## src/rtl/dmem_store_buffer.sv

```systemverilog
// rtl/dmem_store_buffer.sv - posted-write store buffer between the load/store port and dmem
// Store-to-load forwarding is built only when STBUF_FWD_EN is defined; otherwise any hit stalls.
module dmem_store_buffer #(
   parameter int DEPTH = 4,
   parameter int PTRW  = 2
) (
   input  logic            clk,
   input  logic            reset_n,
   input  logic            st_valid,
   output logic            st_ready,
   input  logic [31:0]     st_addr,
   input  logic [31:0]     st_data,
   input  logic            st_byte,
   input  logic            ld_req,
   input  logic [31:0]     ld_addr,
   input  logic            ld_byte,
   output logic [31:0]     ld_data,
   output logic            ld_stall,
   output logic            mem_we,
   output logic            mem_be,
   output logic [31:0]     mem_a,
   output logic [31:0]     mem_wd,
   input  logic [31:0]     mem_rd,
   output logic [PTRW:0]   sb_count,
   output logic            sb_empty
);

   logic [31:0]     addr_q [DEPTH];
   logic [31:0]     data_q [DEPTH];
   logic            byte_q [DEPTH];
   logic [PTRW:0]   wr_ptr, rd_ptr, count;
   logic [PTRW-1:0] head, idx;
   logic            full, empty, push, pop, hit, fwd, load_port;
   logic [31:0]     src_word;
   logic [7:0]      lane;
`ifdef STBUF_FWD_EN
   logic [PTRW-1:0] hit_idx;
`endif

   assign count    = wr_ptr - rd_ptr;
   assign full     = (count == (PTRW+1)'(DEPTH));
   assign empty    = (count == '0);
   assign head     = rd_ptr[PTRW-1:0];
   assign st_ready = !full;
   assign sb_count = count;
   assign sb_empty = empty;
   assign push     = st_valid && !full;

   // Walk oldest to youngest so the last match seen is the youngest one.
   always_comb begin
      hit = 1'b0;
      idx = '0;
`ifdef STBUF_FWD_EN
      hit_idx = '0;
`endif
      for (int k = 0; k < DEPTH; k++) begin
         idx = head + PTRW'(k);
         if (((PTRW+1)'(k) < count) && (addr_q[idx][31:2] == ld_addr[31:2])) begin
            hit = 1'b1;
`ifdef STBUF_FWD_EN
            hit_idx = idx;
`endif
         end
      end
   end

`ifdef STBUF_FWD_EN
   assign fwd = hit && (!byte_q[hit_idx] ||
                        (ld_byte && (addr_q[hit_idx][1:0] == ld_addr[1:0])));
   // Byte entries hold their value in [7:0]; move it to its lane so the
   // common lane select below works for both sources.
   assign src_word = !fwd ? mem_rd :
                     byte_q[hit_idx] ? ({24'b0, data_q[hit_idx][7:0]} << {ld_addr[1:0], 3'b000}) :
                     data_q[hit_idx];
`else
   assign fwd      = 1'b0;
   assign src_word = mem_rd;
`endif

   assign ld_stall  = ld_req && hit && !fwd;
   assign load_port = ld_req && !hit;
   assign pop       = !load_port && !empty;

   always_comb begin
      case (ld_addr[1:0])
         2'd0:    lane = src_word[7:0];
         2'd1:    lane = src_word[15:8];
         2'd2:    lane = src_word[23:16];
         default: lane = src_word[31:24];
      endcase
      ld_data = ld_byte ? {24'b0, lane} : src_word;
   end

   always_comb begin
      mem_we = 1'b0;
      mem_be = 1'b0;
      mem_a  = '0;
      mem_wd = '0;
      if (load_port) begin
         mem_a  = ld_addr;
         mem_be = ld_byte;
      end else if (!empty) begin
         mem_we = 1'b1;
         mem_a  = addr_q[head];
         mem_wd = data_q[head];
         mem_be = byte_q[head];
      end
   end

   always_ff @(posedge clk or negedge reset_n) begin
      if (!reset_n) begin
         wr_ptr <= '0;
         rd_ptr <= '0;
      end else begin
         if (push)
            wr_ptr <= wr_ptr + (PTRW+1)'(1);
         if (pop)
            rd_ptr <= rd_ptr + (PTRW+1)'(1);
      end
   end

   always_ff @(posedge clk) begin
      if (push) begin
         addr_q[wr_ptr[PTRW-1:0]] <= st_addr;
         data_q[wr_ptr[PTRW-1:0]] <= st_data;
         byte_q[wr_ptr[PTRW-1:0]] <= st_byte;
      end
   end

endmodule

```

## config.mk

```make
export PLATFORM = sky130hd
export DESIGN_NAME = dmem_store_buffer
export DESIGN_NICKNAME = d
export VERILOG_FILES = /design/src/rtl/dmem_store_buffer.sv
export SDC_FILE = /design/constraint.sdc
export NUM_CORES = 1
export LEC_CHECK = 0
export ABC_AREA = 1
export BUFFER_PORTS_ARGS = -buffer_cell sky130_fd_sc_hd__buf_2
export CAP_MARGIN = 15
export CORE_MARGIN = 3
export CORE_UTILIZATION = 50
export DETAILED_ROUTE_END_ITERATION = 7
export PLACE_DENSITY = 0.71
export SLEW_MARGIN = 20
export SYNTH_ARGS = -nofsm -noshare
export SYNTH_HDL_FRONTEND = slang
export SYNTH_SLANG_ARGS = --single-unit
```

## constraint.sdc

```tcl
create_clock -name clk -period 8.6 [get_ports clk]
set_input_delay 1.72 -clock clk [delete_from_list [all_inputs] [get_ports clk]]
set_output_delay 1.72 -clock clk [all_outputs]
set_load 0.1 [all_outputs]
```

==> results.yml, run 1 <==
timing:
  final.period_utilization: 0.844
  clock_skew_ps: 38.0
  tightest_slew_ps: 1120
  finalHoldViolations: 0
  max_slew_margin: 0.252
  finalMaxSlewViolations: 0
  fmax_mhz: 138
  fin_setup_tns_ps: 0
  rsz0062_at_grt: "no"
  fin_crit_ps: 7260
  setup_viol: 0
  whs_ps: 487
place:
  gp_congestion: 0.957
  io_buffers: 237
  dp_hpwl_um: 30200
  post_dp_cell_area_mm2: 0.0168
critical_path:
  slowest_stage: "clkinv_2"
  critPathKind: "reg2out"
  arrival_ps: 5540
  start_kind: "flop"
  cp.required_ps: 6880
  slowest_delay_ps: 730
  cp_common_cell: "nand2_1"
  endpoint_kind: "primary output"
  critical_path.cell_chain: "ha_2 > clkinv_2 > nand3_1 > nand2_1 > nand2_1 > nand2_1 > nor2_1 > nand2_1 > nor2_1 > nand2_1 > nor2_1 > nor2_1 > nand3_2 > buf_4 > nand3_1 > nand2_1 > buf_2"
  crit_fanout: 60
final_layout:
  mostFrequentLayoutCells: "nand2_1, nand3_1, edfxtp_1"
  multi_input_area_mm2: 0.00648
  final_common_cell: "nand2_1"
  drive_gt1_frac: 0.142
  seqCellArea_mm2: 0.00796
  nNetsFinal: 2300
  n_fill_cell: 2699
  area_growth_pct: 15.2
  fin_area_mm2: 0.0178
run_status:
  outcome: "finished, final reports clean"
clock_network:
  clk_latency_ps: 570
  cts.repair.resized: 0
  cts_tree: "yes"
  cts_max_level: 1
  holdBufCountCts: 0
  cts.sinks: 266
  clk_pin_slew_ps: 60
  cts_buffer_depth: 3
  clk_root_buffer_cell: "clkbuf_16"
  numCtsBuffers: 28
  post_cts.repair.setup_buffers: 0
global_route:
  grt_usage: 0.267
  gr-total-overflow: 0
  grt_pass1_wl_um: 71300
  grt_max_degree: 101
  antenna_found_initial: 11
  grt_pass1_vias: 13600
detailed_routing:
  wirelength_um: 45400
  post_drt_wl_per_cell_um: 17.7
  ant_nets: 0
  vias: 14500
  via_per_inst: 5.64
  drc: 0
  drtIter0Drc: 1581
  first_pass_iters: 6
logic_synthesis:
  synth-seq-cells: 266
  synth_seq_area_share: 0.514
  postSynthCellCount: 1978
  avgSynthCellArea_um2: 7.82
  netlist_area_mm2: 0.0155
  ys_warn_count: 0
  syn-num-nets: 2119
  ys_types: 23
hold_path:
  hold_path.class: "reg2reg"
floorplanning:
  core_area_mm2: 0.0300
  io_pins: 238
  num_rows: 63
  die_area_mm2: 0.0331
  start_util: 0.515
  die_x_um: 182
  die_h_um: 182
flow_run:
  maxCapViolCount: 0
cells in the mapped netlist:
master	instances	area, µm²
and2_1	1	6.26
clkbuf_1	42	158
a21oi_1	7	35.0
inv_1	133	499
buf_1	3	11.3
inv_2	3	11.3
edfxtp_1	260	7810
o21ai_0	85	425
ha_1	6	75.1
nand3_1	454	2270
nand3_2	1	10.0
nand2_1	679	2550
fa_1	1	20.0
dfrtp_1	6	150
clkinv_1	1	3.75
xor2_1	9	78.8
buf_6	7	78.8
o21ai_1	2	10.0
nand3b_1	1	7.51
nor2_1	183	687
buf_2	32	160
o22ai_1	43	269
buf_4	19	143
cell families (layout without fill, tap and decap cells):
group	after synthesis	in the layout	share of synthesized area
flip-flops	266	266	0.514
adder cells (fa/ha/maj)	7	7	0.00615
AO/OA/AOI/OAI	137	137	0.0478
XOR/XNOR	9	9	0.00510
buffers and inverters	240	441	0.0688
AND/OR/NAND/NOR	1319	1319	0.358
other	0	3	0
metrics by stage:
step / std cells / setup WS, ps / utilization
after global routing: 2571 / 991 / 0.593
final: 2572 / 1340 / 0.594
after detailed placement: 2519 / 2100 / 0.558
after floorplan: 1978 / 2180 / -
after global placement: 2519 / 2180 / 0.558
after CTS: 2569 / 1500 / 0.593
sequential cells by signal (all words and copies together), names as in the netlist:
name	count
rd_ptr	3
data_q	128
wr_ptr	3
addr_q	128
byte_q	4
final timing paths:
kind | slack (ps) | startpoint | cells after the start | end
worst max-delay path | 1340 | rd_ptr[0] | 17 | mem_a[16]
worst min register to register | 490 | wr_ptr[2] | 1 | wr_ptr[2]
max in group asynchronous | 7480 | reset_n | 1 | rd_ptr[0]
min in group asynchronous | 960 | reset_n | 1 | wr_ptr[0]
worst min-delay path | 490 | wr_ptr[2] | 1 | wr_ptr[2]
worst max register to register | 4160 | rd_ptr[0] | 15 | rd_ptr[0]
area by class of cell:
class | count | area share
antenna | 3 | 0.000421
clock buffer | 32 | 0.0402
timing repair buffer | 254 | 0.0737
tap | 390 | 0.0274
sequential | 266 | 0.447
inverter | 137 | 0.0291
clock inverter | 18 | 0.0192
multi-input combinational | 1472 | 0.363
critical path: cells and delay by family, from the launching register on:
| kind | cells | cell delay, ps |
|---|---|---|
| AND/OR/NAND/NOR | 13 | 2200 |
| buffers and inverters | 3 | 1640 |
| flip-flops | 1 | 650 |
| adder cells (fa/ha/maj) | 1 | 420 |
metal layers:
metal  vias up  part of all wire  track usage
met3       134             0.086       0.0517
li1       7015                 -            -
met2       706              0.47        0.441
met1      6641              0.41        0.354
met5         -            0.0025            0
met4        16             0.037       0.0932
Power of run 1 is left out: the tool's default activity adds up to more than one toggle a clock period on the data nets, which glitch-free logic cannot reach.
==> inputs of run 2 (changes only) <==
- PLACE_DENSITY: 0.71 -> 0.73
- clock period: 8.6 -> 6.3 ns (I/O delays scaled with it)
==> results.yml, run 2 (synthesis results as in run 1) <==
detailed_routing:
  post_drt_wl_per_cell_um: 17.7
  drtIter0Drc: 1479
  ant_nets: 0
  drc: 0
  vias: 14700
  first_pass_iters: 6
  wirelength_um: 45600
  via_per_inst: 5.68
clock_network:
  numCtsBuffers: 29
  post_cts.repair.setup_buffers: 0
  cts_max_level: 1
  cts_tree: "yes"
  clk_pin_slew_ps: 60
  cts.sinks: 266
  clk_root_buffer_cell: "clkbuf_16"
  cts_buffer_depth: 3
  cts.repair.resized: 0
  holdBufCountCts: 0
  clk_latency_ps: 570
global_route:
  grt_pass1_wl_um: 71100
  grt_pass1_vias: 13800
  grt_max_degree: 77
  gr-total-overflow: 0
  antenna_found_initial: 9
  grt_usage: 0.267
hold_path:
  hold_path.class: "reg2reg"
  min_from: "wr_ptr[2]"
  worstHoldEndpoint: "wr_ptr[2]"
  whs_path_depth: 1
critical_path:
  slowest_delay_ps: 740
  critical_path.cell_chain: "buf_4 > inv_2 > buf_12 > nand3_1 > nand3_1 > nand2_1 > nor2_1 > nand2_1 > nor2_1 > nand2_1 > nor2_1 > nor2_1 > and2_1 > buf_4 > nand3_1 > nand2_1 > buf_2"
  cp.required_ps: 5040
  reg2reg_setup_slack_ps: 2560
  critPathKind: "reg2out"
  cp_top_family: "simple AND/OR/NAND/NOR gates"
  slowest_stage: "dfrtp_2"
  ff2ff_path_depth: 18
  start_kind: "flop"
  arrival_ps: 4660
  timing.rr.end: "rd_ptr[2]"
  crit_buf_inv: 5
  crit_fanout: 60
  rr_startpoint: "rd_ptr[1]"
  endpoint_kind: "primary output"
timing:
  finalMaxSlewViolations: 0
  max_slew_margin: 0.274
  tightest_slew_ps: 1090
  clock_skew_ps: 10.7
  fmax_mhz: 169
  fin_crit_ps: 5920
  final.period_utilization: 0.940
  finalHoldViolations: 0
  rsz0062_at_grt: "no"
  setup_viol: 0
final_layout:
  multi_input_area_mm2: 0.00648
  final_common_cell: "nand2_1"
  area_growth_pct: 15.3
  seqCellArea_mm2: 0.00796
  drive_gt1_frac: 0.146
  mostFrequentLayoutCells: "nand2_1, nand3_1, edfxtp_1"
  n_fill_cell: 2729
  nNetsFinal: 2310
  final_util: 0.594
run_status:
  outcome: "finished, final reports clean"
flow_run:
  maxCapViolCount: 0
floorplanning:
  die_h_um: 182
  start_util: 0.515
  num_rows: 63
  die_area_mm2: 0.0331
  die_x_um: 182
  io_pins: 238
  core_area_mm2: 0.0300
place:
  dp_hpwl_um: 31000
  gp_congestion: 0.978
  io_buffers: 237
-- run 2: cell count changes in the layout (fill, tap and decap cells not counted), moves of 3 or more --
| cell | before | now |
|---|---|---|
| buf_4 | 17 | 23 |
| buf_12 | 0 | 3 |
| bufinv_16 | 9 | 4 |
| clkinvlp_4 | 0 | 3 |
| clkinv_1 | 2 | 7 |
| clkbuf_1 | 4 | 1 |
-- run 2: worst max path at each step --
stage          cells after the start       from           end
6_report                          17  rd_ptr[1]     mem_a[13]
5_1_grt                           18  rd_ptr[1]     mem_a[11]
4_1_cts                           17  rd_ptr[1]     mem_a[13]
3_5_place_dp                      17  rd_ptr[1]     mem_a[13]
3_3_place_gp                      17  rd_ptr[1]     mem_a[19]
2_1_floorplan                      8  wr_ptr[0]  addr_q[0][0]
-- run 2: cell type report --
| class | count | share of cell area |
|---|---|---|
| antenna | 4 | 0.000561 |
| tap | 390 | 0.0274 |
| sequential | 266 | 0.446 |
| clock buffer | 30 | 0.0409 |
| timing repair buffer | 263 | 0.0795 |
| inverter | 137 | 0.0290 |
| clock inverter | 23 | 0.0132 |
| multi-input combinational | 1472 | 0.363 |
-- run 2: per-stage QoR --
step                      setup TNS (ps)  hold slack [ps]  setup slack [ps]  std cells  area, µm²
final                                  0              500               381       2585      17800
after global routing                   0              495              66.7       2583      17800
after CTS                              0              490               417       2581      17800
after detailed placement               0              484              1030       2528      16900
after global placement                 0              479              1130       2528      16900
after floorplan                   -18090              463             -92.7       1978      15500
-- run 2: worst register-to-register path, stage by stage (launching register included) --
cell,delay (ps)
dfrtp_2,740
buf_4,440
inv_2,100
buf_12,220
nand3_1,200
nand2_1,60
nand2_1,50
nand2_1,70
nor2_1,230
nand2_1,110
nor2_1,140
nand2_1,80
nor2_1,110
nor2_1,70
nand3_2,80
buf_4,510
nand2_1,250
nand2_1,110
nand2_1,50
-- run 2: per-layer routing --
layer	vias to the layer above	wire length [µm]	GRT usage
li1	7051	-	-
met1	6696	17800	0.345
met2	769	21100	0.441
met3	143	4720	0.0535
met4	12	1940	0.112
met5	-	56	0
Power of run 2 is left out for the same reason.
==> inputs of run 3 (changes only) <==
- PLACE_DENSITY: 0.73 -> 0.71
- TNS_END_PERCENT: unset -> 100
- clock period: 6.3 -> 5.92 ns (I/O delays scaled with it)
==> results.yml, run 3 (synthesis results as in run 1) <==
run_status:
  outcome: "finished, final reports clean"
floorplanning:
  num_rows: 63
  start_util: 0.515
  die_area_mm2: 0.0331
  die_x_um: 182
  core_area_mm2: 0.0300
  io_pins: 238
  die_h_um: 182
clock_network:
  cts_buffer_depth: 3
  post_cts.repair.setup_buffers: 0
  holdBufCountCts: 0
  cts.sinks: 266
  clk_pin_slew_ps: 60
  clk_root_buffer_cell: "clkbuf_16"
  cts_max_level: 1
  clk_latency_ps: 570
  cts_tree: "yes"
  numCtsBuffers: 29
final_layout:
  nNetsFinal: 2307
  area_growth_pct: 21.2
  n_fill_cell: 2521
  drive_gt1_frac: 0.142
  fin_cells: 2578
  final_common_cell: "nand2_1"
  mostFrequentLayoutCells: "nand2_1, nand3_1, edfxtp_1"
timing:
  whs_ps: 427
  fin_crit_ps: 5700
  setup_ws_ps: 223
  final.period_utilization: 0.962
  max_slew_margin: 0.254
  tightest_slew_ps: 1120
  setup_viol: 0
  rsz0062_at_grt: "no"
  fmax_mhz: 176
  clock_skew_ps: 15.5
  finalMaxSlewViolations: 0
  fin_setup_tns_ps: 0
  finalHoldViolations: 0
global_route:
  grt_pass1_wl_um: 70800
  met2_usage: 0.430
  grt_use_met1: 0.352
  use_met3: 0.0553
  grt_max_degree: 81
  gr-total-overflow: 0
  grt_usage: 0.264
  antenna_found_initial: 8
  busiest_layer: "met2"
  grt_pass1_vias: 13700
critical_path:
  endpoint_kind: "primary output"
  crit_fanout: 61
  crit_buf_inv: 3
  start_kind: "flop"
  slowest_stage: "dfrtp_2"
  critical_path.cell_chain: "ha_2 > buf_4 > nand3_1 > nand3_1 > nand2_1 > nor2_1 > nand2_1 > nor2_1 > nand2_1 > nor2_1 > nor2_1 > nand3_2 > buf_12 > nand3_1 > nand2_1 > buf_12"
  slowest_delay_ps: 590
  critPathKind: "reg2out"
  arrival_ps: 4510
  cp_top_family: "simple AND/OR/NAND/NOR gates"
  cp.required_ps: 4740
place:
  gp_congestion: 0.922
  dp_slack_ps: 619
  dp_hpwl_um: 30800
  place_inst: 2525
  io_buffers: 237
detailed_routing:
  vias: 14700
  first_pass_iters: 6
  post_drt_wl_per_cell_um: 17.7
  wirelength_um: 45600
  drtIter0Drc: 1454
  drc: 0
  ant_nets: 0
  via_per_inst: 5.69
flow_run:
  maxCapViolCount: 0
hold_path:
  hold_path.class: "in2async"
run 3: final cells by class:
| type | instances | area (µm²) | area share |
|---|---|---|---|
| Antenna cell | 1 | 2.50 | 0.000133 |
| Clock buffer | 34 | 744 | 0.0397 |
| Clock inverter | 18 | 121 | 0.00647 |
| Inverter | 137 | 518 | 0.0276 |
| Multi-Input combinational cell | 1472 | 6480 | 0.346 |
| Sequential cell | 266 | 7960 | 0.425 |
| Tap cell | 390 | 488 | 0.0260 |
| Timing Repair Buffer | 260 | 2430 | 0.130 |
run 3: per-layer routing:
metal  vias to the layer above  part of all wire
met3                       136             0.096
met1                      6706              0.40
li1                       7037                 -
met5                         -            0.0020
met2                       773              0.46
met4                        16             0.039
run 3: metrics by stage:
step,util,area [µm²]
after global routing,0.624,18700
after floorplan,-,15500
after global placement,0.595,17900
after detailed placement,0.595,17900
after CTS,0.623,18700
final,0.624,18700
run 3: worst register-to-register path, cell delays in order, from the launching register on:
cell and delay [ps]:
dfrtp_2 590, ha_2 450, buf_4 590, nand3_1 280, nand3_1 140, nand2_1 60
nor2_1 250, nand2_1 90, nor2_1 140, nand2_1 70, nor2_1 110, nor2_1 70
nand3_2 270, buf_12 330, nand2_1 190, nand2_1 90, nand2_1 60
run 3: final timing paths:
path / start / slack [ps] / cells past startpoint / end
worst min-delay path: reset_n / 430 / 1 / wr_ptr[2]
worst max register to register: rd_ptr[1] / 2040 / 16 / rd_ptr[0]
max in group asynchronous: reset_n / 5320 / 1 / rd_ptr[0]
worst min register to register: wr_ptr[2] / 490 / 1 / wr_ptr[2]
worst max-delay path: rd_ptr[1] / 220 / 16 / mem_a[26]
min in group clk: wr_ptr[2] / 490 / 1 / wr_ptr[2]
run 3: repair_timing:
item	in CTS	in global routing
setup endpoints to repair	0	64
hold endpoints to repair	0	0
gates resized for setup	0	7
Power of run 3 is left out for the same reason.
